===== config.mk =====
export PLATFORM = sky130hd
export DESIGN_NAME = mod_counter_flat
export DESIGN_NICKNAME = d
export VERILOG_FILES = /design/src/rtl/mod_counter_if.sv /design/src/rtl/mod_counter.sv /design/src/flat_wrapper.sv
export SDC_FILE = /design/constraint.sdc
export NUM_CORES = 1
export LEC_CHECK = 0
export ABC_AREA = 1
export BUFFER_PORTS_ARGS = -buffer_cell sky130_fd_sc_hd__buf_2
export CAP_MARGIN = 0
export CORE_MARGIN = 5
export CORE_UTILIZATION = 55
export CTS_CLUSTER_DIAMETER = 30
export DETAILED_ROUTE_END_ITERATION = 6
export PLACE_DENSITY_LB_ADDON = 0.1
export SLEW_MARGIN = 5
export SYNTH_ARGS = -nofsm -noshare
export SYNTH_HDL_FRONTEND = slang
export SYNTH_SLANG_ARGS = --single-unit

===== constraint.sdc =====
create_clock -name clk -period 3.1 [get_ports clk]
set_input_delay 0 -clock clk [delete_from_list [all_inputs] [get_ports clk]]
set_output_delay 0 -clock clk [all_outputs]
set_load 0.01 [all_outputs]

===== src/rtl/mod_counter_if.sv =====
// Control and status bundle for mod_counter: count controls in, count and decodes out.
// The master side drives the controls; the counter itself is the slave.
interface mod_counter_if #(
  parameter int N = 8,
  parameter int M = 1
);
  logic         en;
  logic         up;
  logic         sat;
  logic         load;
  logic [N-1:0] load_val;
  logic [M-1:0] inc;
  logic [N-1:0] q;
  logic         tc;
  logic         step;
  logic         at_max;
  logic         at_zero;

  modport master (
    output en, up, sat, load, load_val, inc,
    input  q, tc, step, at_max, at_zero
  );

  modport slave (
    input  en, up, sat, load, load_val, inc,
    output q, tc, step, at_max, at_zero
  );
endinterface


===== src/rtl/mod_counter.sv =====
// Modulo-MOD up/down counter with synchronous load, programmable step, wrap/saturate
// mode, clock-enable prescaler and registered terminal-count / step pulses.
module mod_counter #(
  parameter int N   = 8,
  parameter int M   = 1,
  parameter int MOD = 256,
  parameter int PRE = 1
) (
  input  logic         clk,
  input  logic         reset,
  mod_counter_if.slave bus
);
  // One spare bit above the wider operand keeps q+s and q+MOD-s exact.
  localparam int W   = ((N > M) ? N : M) + 1;
  localparam int PCW = (PRE > 1) ? $clog2(PRE) : 1;

  localparam logic [W-1:0]   MOD_W   = W'(MOD);
  localparam logic [W-1:0]   MAX_W   = W'(MOD - 1);
  localparam logic [PCW-1:0] PC_LAST = PCW'(PRE - 1);

  logic [N-1:0]   q_reg, q_next, ld_next;
  logic           tc_reg, tc_next;
  logic           step_reg;
  logic [PCW-1:0] pc_reg, pc_next;
  logic           adv;
  logic [W-1:0]   q_w, inc_w, s_w, ld_w, sum_w;

  always_comb begin
    adv     = bus.en && (pc_reg == PC_LAST);
    q_w     = W'(q_reg);
    inc_w   = W'(bus.inc);
    s_w     = (inc_w > MAX_W) ? MAX_W : inc_w;
    ld_w    = W'(bus.load_val);
    ld_next = (ld_w > MAX_W) ? N'(MAX_W) : bus.load_val;
    sum_w   = q_w + s_w;
    pc_next = pc_reg;
    q_next  = q_reg;
    tc_next = 1'b0;

    if (bus.en) begin
      pc_next = adv ? '0 : pc_reg + PCW'(1);
    end

    if (adv) begin
      if (bus.up) begin
        if (sum_w <= MAX_W) begin
          q_next = N'(sum_w);
        end else begin
          tc_next = 1'b1;
          q_next  = bus.sat ? N'(MAX_W) : N'(sum_w - MOD_W);
        end
      end else begin
        if (s_w <= q_w) begin
          q_next = N'(q_w - s_w);
        end else begin
          tc_next = 1'b1;
          q_next  = bus.sat ? '0 : N'(q_w + MOD_W - s_w);
        end
      end
    end
  end

  // Load overrides any advance and restarts the prescale interval.
  always_ff @(posedge clk or negedge reset) begin
    if (!reset) begin
      q_reg    <= '0;
      tc_reg   <= 1'b0;
      step_reg <= 1'b0;
      pc_reg   <= '0;
    end else if (bus.load) begin
      q_reg    <= ld_next;
      tc_reg   <= 1'b0;
      step_reg <= 1'b0;
      pc_reg   <= '0;
    end else begin
      q_reg    <= q_next;
      tc_reg   <= tc_next;
      step_reg <= adv;
      pc_reg   <= pc_next;
    end
  end

  assign bus.q       = q_reg;
  assign bus.tc      = tc_reg;
  assign bus.step    = step_reg;
  assign bus.at_max  = (q_reg == N'(MOD - 1));
  assign bus.at_zero = (q_reg == '0);
endmodule


===== src/flat_wrapper.sv =====
// flat-port wrapper written by rule: the top's interface ports become plain ports
module mod_counter_flat 
#(
  parameter int N   = 8,
  parameter int M   = 1,
  parameter int MOD = 256,
  parameter int PRE = 1
)
  (clk, reset, bus_en, bus_up, bus_sat, bus_load, bus_load_val, bus_inc, bus_q, bus_tc, bus_step, bus_at_max, bus_at_zero);
  mod_counter_if #(.N(N), .M(M)) bus_i ();
  input  logic clk;
  input  logic reset;
  input wire logic [$bits(bus_i.en)-1:0] bus_en;
  input wire logic [$bits(bus_i.up)-1:0] bus_up;
  input wire logic [$bits(bus_i.sat)-1:0] bus_sat;
  input wire logic [$bits(bus_i.load)-1:0] bus_load;
  input wire logic [$bits(bus_i.load_val)-1:0] bus_load_val;
  input wire logic [$bits(bus_i.inc)-1:0] bus_inc;
  output wire logic [$bits(bus_i.q)-1:0] bus_q;
  output wire logic [$bits(bus_i.tc)-1:0] bus_tc;
  output wire logic [$bits(bus_i.step)-1:0] bus_step;
  output wire logic [$bits(bus_i.at_max)-1:0] bus_at_max;
  output wire logic [$bits(bus_i.at_zero)-1:0] bus_at_zero;
  assign bus_i.en = bus_en;
  assign bus_i.up = bus_up;
  assign bus_i.sat = bus_sat;
  assign bus_i.load = bus_load;
  assign bus_i.load_val = bus_load_val;
  assign bus_i.inc = bus_inc;
  assign bus_q = bus_i.q;
  assign bus_tc = bus_i.tc;
  assign bus_step = bus_i.step;
  assign bus_at_max = bus_i.at_max;
  assign bus_at_zero = bus_i.at_zero;
  mod_counter #(.N(N), .M(M), .MOD(MOD), .PRE(PRE)) u_core (.clk(clk), .reset(reset), .bus(bus_i));
endmodule

==> reports/summary.txt, run 1 <==
die height: 51.8 µm
vias in the first global route: 1030
first-pass iteration count of the detailed router: 4
Hold Vio Cnt, Final: 0
synth cell count leaders: nand2_1 (41), nor2_1 (21), nand3_1 (19)
ANT nets after route: 0
Finished Layout Cells: 198
setup TNS: 0 ns
Final Util: 69.3%
Setup Skew: 0.00560 ns
first-pass GRT wire length: 4.41 mm
Buffers on Ports: 26
Final WS setup: 1.32 ns
CTS Hold Bufs: 7
Starting Density: 57.0%
post-synthesis cell area: 962 µm²
global route total overflow: 0
CTS tree: yes
Seq/Total Area, Yosys: 28.6%
WP data arrival: 1.92 ns
number of synthesis warnings: 0
total CTS buffers: 3
CP Max Fanout: 5
vias: 1077
Nets: 201
area leader, netlist: dfrtp_1
highest clock rate: 563 MHz
CTS Buffer Depth: 2
Core Box Area: 1690 µm²
Max-slew headroom: 68.1%
detailed-route wire length: 2.61 mm
Post-Synthesis Cells: 149
power per cell area: 368 nW/µm²
slowest stage cell, crit path: dfrtp_1
EDFF count, synth: 0
Ports: 27
Initial DRC Count: 27
die width: 51.8 µm
Detailed Place HPWL: 1.97 mm
setup repair bufs after CTS: 0
CTS sink count: 11
Critical Path RT: 3.25 ns
drt wl/cell: 13.2 µm
GPL Wtd Cong: 0.937
CTS root buffer: clkbuf_4
outcome: completed
Worst-Margin Slew: 0.477 ns
Hold WS: 0.0209 ns
Area Overhead vs Synth: 21.7%
Post-CTS Resized: 0
CP Capture Type: flop
most frequent cell after synthesis: nand2_1
Synth area leaders: dfrtp_1 (29%), nand2_1 (16%), nand3_1 (9.9%)
total track usage: 21.3%
Async S/R FF share, synth: 100%
crit path time final: 1.78 ns
worst slack, placed: 1.37 ns
share of cells above drive strength 1: 18.2%
top_reg_cell synth: dfrtp_1
Tcrit/Tclk final: 57.3%
# placed instances: 187
Die ar.: 2690 µm²
Max Cap Violations: 0
Mean Syn Cell Area: 6.46 µm²
Worst VDD drop: 0.228 mV
row count: 15
final setup violation count: 0
max reg flops: 8
CP peak stage delay: 0.43 ns
cells along the critical path: inv_1, ha_1, ha_1, nand2_1, nor2_2, nand4_1, nand4_1, nand3_1
DRC: 0
CTS clk-pin slew, worst paths: 0.07 ns
Syn Nets: 168
leakage power: 0.605 nW
H-tree levels: 1
initial antenna violation count: 0
pin count of the biggest net entering global routing: 13
Hold/Removal Path Class: input pin to flop
RSZ-0062 raised after global routing: no
Fill cells: 170
via/cell ratio: 5.44
critical path startpoint category: flop
Synth top area share: 28.6%
clk_lat worst skew: 0.27 ns
Slew Limit Fails: 0
CP Class: flop to flop
diode count: 0
library cells used by synthesis: 22
Synth Register Bits: 11
==> where the power goes <==
group / leakage, nW / switching [W] / internal (W)
Combinational: 0.454 / 0.0000871 / 0.0000603
Sequential: 0.137 / 0.0000286 / 0.000157
Clock: 0.0150 / 0.0000484 / 0.0000498
Total: 0.605 / 0.000164 / 0.000267
==> per-stage QoR <==
step / cell area [µm²] / total power, W
6_report: 1170 / 0.000431
5_1_grt: 1170 / 0.000463
2_1_floorplan: 962 / 0.000283
4_1_cts: 1170 / 0.000429
3_3_place_gp: 1070 / 0.000324
3_5_place_dp: 1070 / 0.000326
==> critical path: cells and delay by family, from the launching register on <==
family                     cells  cell delay, ns
and+or+nand+nor                5            0.71
DFF                            1            0.43
adders and majority gates      2            0.39
buffers and inverters          1            0.12
==> kinds of logic (layout without fill, tap and decap cells) <==
kind of cell    count (synthesis)  in the layout  synth area share (%)
flops                          11             11                  28.6
buf+inv                        21             53                  10.3
compound gates                 13             13                  7.80
fa+ha+maj                       4              4                  5.20
xor+xnor                        6              6                  5.46
simple gates                   94             94                  42.7
==> layer usage <==
metal | share of wire (%) | global-route usage, %
met1 | 46 | 28.2
met2 | 46 | 34.7
met3 | 6.1 | 4.58
met4 | 1.8 | 6.11
met5 | 0 | 0
==> cell type report <==
cell class | count | area [µm²] | share of cell area [%]
repair buffers | 33 | 200 | 17.1
multi-input cells | 117 | 588 | 50.2
clock buffers | 4 | 26.3 | 2.24
inverters | 16 | 60.1 | 5.13
flip-flops and latches | 11 | 275 | 23.5
well taps | 17 | 21.3 | 1.82
==> final timing paths <==
check                             endpoint  cells past startpoint       startpoint  slack (ns)
min in group asynchronous  u_core.bus.q[2]                      2            reset        0.13
max reg2reg                u_core.bus.q[3]                      8  u_core.bus.q[0]        1.32
max in group asynchronous  u_core.bus.q[4]                      2            reset        2.76
max                        u_core.bus.q[3]                      8  u_core.bus.q[0]        1.32
min reg2reg                  u_core.pc_reg                      2    u_core.pc_reg        0.53
min                          u_core.pc_reg                      2         bus_load        0.02
==> placed cells by master, fill, tap and decap left out, types with 2 or more instances in the layout <==
cell           Yosys  layout
a21oi_1            4       4
buf_2              1      26
clkbuf_4           0       3
dfrtp_1           11      11
dlygate4sd3_1      0       7
ha_1               4       4
inv_1             15      15
nand2_1           41      41
nand3_1           19      19
nand4_1            5       5
nor2_1            21      21
nor2_2             2       2
nor3_1             2       2
nor4_1             2       2
o211ai_1           4       4
o21ai_0            5       5
xor2_1             5       5
No activity file was read; power rests on OpenSTA's default activity.
==> run 2, diff against run 1 <==
--- a/config.mk
+++ b/config.mk
@@ -9,7 +9,7 @@
 export BUFFER_PORTS_ARGS = -buffer_cell sky130_fd_sc_hd__buf_2
 export CAP_MARGIN = 0
 export CORE_MARGIN = 5
-export CORE_UTILIZATION = 55
+export CORE_UTILIZATION = 46
 export CTS_CLUSTER_DIAMETER = 30
 export DETAILED_ROUTE_END_ITERATION = 6
 export PLACE_DENSITY_LB_ADDON = 0.1
==> constraint.sdc (replaced) <==
create_clock -name clk -period 1.48 [get_ports clk]
set_input_delay 0 -clock clk [delete_from_list [all_inputs] [get_ports clk]]
set_output_delay 0 -clock clk [all_outputs]
set_load 0.01 [all_outputs]
==> reports/summary.txt, run 2 (synthesis gave the netlist of run 1 again) <==
Hold/Removal Path Class: input pin to flop
Max Cap Violations: 0
Switch Pwr: 0.000406 W
Pwr Total: 0.00103 W
Largest delay share family, worst path: simple AND/OR/NAND/NOR gates
RSZ-0062 raised after global routing: yes
combinational share of power: 42.5%
critical path startpoint category: flop
clock power share: 21.5%
ANT nets after route: 0
CP Class: flop to flop
CTS clk-pin slew, worst paths: 0.08 ns
clk_lat worst skew: 0.28 ns
Initial DRC Count: 71
Hold Vio Cnt, Final: 0
failing checks: setup timing
first-pass GRT wire length: 5.13 mm
die width: 55.7 µm
via/cell ratio: 5.28
total track usage: 20.4%
Seq pwr share: 36.0%
Buffers on Ports: 26
outcome: finished with violations
CP peak stage delay: 0.44 ns
max reg flops: 8
total CTS buffers: 3
CTS sink count: 11
CTS tree: yes
area of placed instances: 1220 µm²
GPL Wtd Cong: 0.897
FF-to-FF setup slack: -0.09 ns
Worst-Margin Slew: 0.555 ns
row count: 16
Worst VDD drop: 0.621 mV
most common cell after layout, fill and taps aside: nand2_1
initial antenna violation count: 0
Tcrit/Tclk final: 106%
cells along the critical path: inv_2, ha_4, ha_4, nand2_4, nor2_4, nand4_1, nand4_1, o211ai_1
diode count: 0
CP Max Fanout: 4
drt wl/cell: 13.6 µm
hold depth: 2
Buf/Inv on CP: 1
die height: 55.7 µm
worst hold path endpoint: u_core.pc_reg
pin count of the biggest net entering global routing: 12
Max-slew headroom: 62.8%
slowest stage cell, crit path: dfrtp_2
WP data arrival: 1.73 ns
Hold Crit Start: bus_load
Slew Limit Fails: 0
R2R cell count: 8
Starting Density: 48.5%
CTS Buffer Depth: 2
leakage power: 0.711 nW
Internal Power: 0.000629 W
Final WS setup: -0.0914 ns
r2r startpoint: u_core.bus.q[0]
highest clock rate: 636 MHz
reg2reg end: u_core.bus.q[1]
Final Cell Area: 1410 µm²
Die ar.: 3110 µm²
Nets: 219
Detailed Place HPWL: 2.24 mm
Ports: 27
detailed-route wire length: 3.08 mm
CTS root buffer: clkbuf_4
vias in the first global route: 1079
Critical Path RT: 1.64 ns
global route total overflow: 0
first-pass iteration count of the detailed router: 4
most frequent cells in the layout: nand2_1 (40), buf_2 (26), nor2_1 (19)
vias: 1194
Core Box Area: 1980 µm²
Setup Skew: 0.00429 ns
power per cell area: 734 nW/µm²
switching share of power: 39.2%
DRC: 0
Area Overhead vs Synth: 46.4%
H-tree levels: 1
final setup violation count: 6
crit path time final: 1.57 ns
share of cells above drive strength 1: 34.7%
CP Capture Type: flop
==> run 2: metal layers <==
metal	up-vias	part of all wire (%)	track usage (%)
met5	-	0	0
met4	0	0.42	5.21
met3	2	5.9	3.25
met2	47	49	33.1
met1	562	45	28.1
li1	583	-	-
==> run 2: final cells by class <==
class,count,area [µm²]
clock buffer,3,22.5
fill,171,573
tap,27,33.8
multi-input combinational,117,673
clock inverter,1,5.00
inverter,16,60.1
timing repair buffer,51,335
sequential,11,279
==> run 2: what timing repair did <==
action	in CTS	in global routing
pin swaps	10	7
hold endpoints to repair	17	0
hold buffers	7	0
resized for setup	11	3
setup buffers	2	2
setup endpoints to repair	8	11
==> run 2: worst max-delay path by stage <==
stage,to,depth (start not counted),slack (ns),startpoint
2_1_floorplan,u_core.bus.q[1],8,0.003,u_core.bus.q[0]
3_3_place_gp,u_core.bus.q[1],8,-0.06,u_core.bus.q[0]
3_5_place_dp,u_core.bus.q[1],8,-0.11,u_core.bus.q[0]
4_1_cts,u_core.bus.q[2],8,-0.10,u_core.bus.q[0]
5_1_grt,u_core.bus.q[2],8,-0.19,u_core.bus.q[0]
6_report,u_core.bus.q[1],8,-0.09,u_core.bus.q[0]
==> run 2: power groups by stage <==
stage	Sequential [W]	Clock, W	Combinational [W]
5_1_grt	0.000379	0.000239	0.000489
4_1_cts	0.000369	0.000222	0.000431
2_1_floorplan	0.000381	0	0.000224
3_5_place_dp	0.000375	0	0.000386
3_3_place_gp	0.000373	0	0.000382
6_report	0.000373	0.000222	0.000440
==> run 2: metrics by stage <==
step | cells | hold WS (ns) | worst slack (ns) | TNS (ns) | utilization [%]
floorplan | 149 | -0.296 | 0.00337 | 0 | -
global placement | 211 | -0.110 | -0.0586 | -0.219 | 61.6
detailed placement | 211 | -0.107 | -0.111 | -0.475 | 61.6
CTS | 224 | 0.0136 | -0.104 | -0.350 | 70.1
global route | 226 | 0.0133 | -0.185 | -1.40 | 71.1
finish | 226 | 0.0137 | -0.0914 | -0.327 | 71.1
==> run 2: worst register-to-register path, cell delays in order, from the launching register on <==
cell	delay [ns]
dfrtp_2	0.44
inv_2	0.08
ha_4	0.14
ha_4	0.14
nand2_4	0.06
nor2_4	0.12
nand4_1	0.20
nand4_1	0.17
o211ai_1	0.10
==> run 3, diff against run 2 <==
--- a/config.mk
+++ b/config.mk
@@ -8,8 +8,10 @@
 export ABC_AREA = 1
 export BUFFER_PORTS_ARGS = -buffer_cell sky130_fd_sc_hd__buf_2
 export CAP_MARGIN = 0
+export CELL_PAD_IN_SITES_DETAIL_PLACEMENT = 0
+export CELL_PAD_IN_SITES_GLOBAL_PLACEMENT = 1
 export CORE_MARGIN = 5
-export CORE_UTILIZATION = 46
+export CORE_UTILIZATION = 31
 export CTS_CLUSTER_DIAMETER = 30
 export DETAILED_ROUTE_END_ITERATION = 6
 export PLACE_DENSITY_LB_ADDON = 0.1
==> reports/summary.txt, run 3 (synthesis gave the netlist of run 1 again) <==
Hold/Removal Path Class: input pin to flop
CTS tree: yes
most frequent cells in the layout: nand2_1 (39), buf_2 (26), buf_4 (23)
outcome: finished with violations
CTS sink count: 11
most common cell after layout, fill and taps aside: nand2_1
final setup violation count: 6
WP data arrival: 1.69 ns
Final Cell Area: 1470 µm²
ANT nets after route: 0
Buffers on Ports: 26
CTS Buffer Depth: 2
grt met2 use: 22.9%
Register Area: 279 µm²
Detailed Place HPWL: 2.37 mm
die width: 65.7 µm
first-pass iteration count of the detailed router: 6
footprint of the multi-input gates: 694 µm²
CTS root buffer: clkbuf_4
Worst VDD drop: 0.386 mV
via/cell ratio: 4.92
Most Crowded Layer GR: met2
Die ar.: 4320 µm²
r2r startpoint: u_core.bus.q[0]
Setup Skew: 0.00479 ns
Ports: 27
share of cells above drive strength 1: 36.3%
Hold Vio Cnt, Final: 0
Fill cells: 316
RSZ-0062 raised after global routing: yes
Final Util: 49.1%
Hold WS: 0.0314 ns
leakage power: 0.730 nW
met3 GRT Util: 3.08%
Hold Crit Start: bus_load
drt wl/cell: 13.1 µm
total CTS buffers: 3
Max Cap Violations: 0
clk_lat worst skew: 0.28 ns
critical path startpoint category: flop
H-tree levels: 1
Core Box Area: 3000 µm²
first-pass GRT wire length: 5.18 mm
CTS clk-pin slew, worst paths: 0.07 ns
vias: 1167
CP Class: flop to flop
initial antenna violation count: 0
Critical Path RT: 1.63 ns
GPL Wtd Cong: 0.828
area of placed instances: 1240 µm²
failing checks: setup timing
Initial DRC Count: 45
Max-slew headroom: 69.1%
global route total overflow: 0
Area Overhead vs Synth: 53.2%
max reg flops: 8
power per cell area: 718 nW/µm²
DRC: 0
# placed instances: 218
die height: 65.7 µm
Crit. Startpoint: u_core.bus.q[0]
row count: 20
vias in the first global route: 1138
CP Max Fanout: 4
CP Capture Type: flop
Nets: 224
Worst-Margin Slew: 0.461 ns
detailed-route wire length: 3.10 mm
Starting Density: 32.0%
Slew Limit Fails: 0
Tcrit/Tclk final: 104%
total track usage: 15.6%
pin count of the biggest net entering global routing: 12
highest clock rate: 651 MHz
crit path time final: 1.54 ns
Finished Layout Cells: 237
grt met1 use: 22.3%
Final WS setup: -0.0564 ns
diode count: 0
run 3: changes by cell type in the layout (fill, tap and decap cells not counted), sizes merged:
| cell | change |
|---|---|
| buf | +5 |
| clkinv | -1 |
| clkbuf | +1 |
run 3: through the flow:
| step | setup slack, ns | total power (W) | TNS, ns |
|---|---|---|---|
| final | -0.0564 | 0.00106 | -0.202 |
| after global routing | -0.169 | 0.00114 | -1.01 |
| after CTS | -0.0414 | 0.00103 | -0.126 |
| after detailed placement | -0.101 | 0.000766 | -0.527 |
| after global placement | -0.0933 | 0.000769 | -0.421 |
| after floorplan | 0.00337 | 0.000606 | 0 |
run 3: final timing paths:
path                            depth (start not counted)               to  slack [ns]
worst max register to register                          8  u_core.bus.q[0]       -0.06
worst min-delay path                                    2    u_core.pc_reg        0.03
worst min register to register                          2    u_core.pc_reg        0.51
min in group asynchronous                               2  u_core.bus.q[5]        0.12
worst max-delay path                                    8  u_core.bus.q[0]       -0.06
max in group asynchronous                               2  u_core.bus.q[0]        1.12
run 3: timing repair:
| item | in CTS | in global routing |
|---|---|---|
| buffers inserted | 5 | 3 |
| hold endpoints to repair | 17 | 0 |
| pin swaps | 7 | 8 |
| resized for setup | 6 | 12 |
| hold buffers | 7 | 0 |
| endpoints found under the setup margin | 8 | 11 |
run 3: area by class of cell:
cell class,instances,share of cell area [%]
multi-input cells,117,47.1
repair buffers,56,25.3
flip-flops and latches,11,18.9
inverters,16,4.07
well taps,33,2.80
clock buffers,4,1.78
run 3: power by group:
| group | internal [W] | leakage (nW) | switching (W) | total [W] |
|---|---|---|---|---|
| Clock | 0.000105 | 0.0150 | 0.000118 | 0.000223 |
| Combinational | 0.000214 | 0.582 | 0.000251 | 0.000465 |
| Sequential | 0.000332 | 0.133 | 0.0000394 | 0.000371 |
run 3: layer usage:
| metal | routed length (µm) | vias to the layer above |
|---|---|---|
| met5 | 0 | - |
| met4 | 42 | 0 |
| met3 | 154 | 5 |
| met2 | 1380 | 23 |
| met1 | 1520 | 543 |
| li1 | - | 596 |
run 3: worst max-delay path, cell delays in order, from the launching register on:
cell and delay (ns):
dfrtp_2 0.44, inv_2 0.08, ha_4 0.14, ha_4 0.14, nand2_4 0.06, nor2_4 0.13
nand4_1 0.20, nand3_1 0.14, o211ai_1 0.09
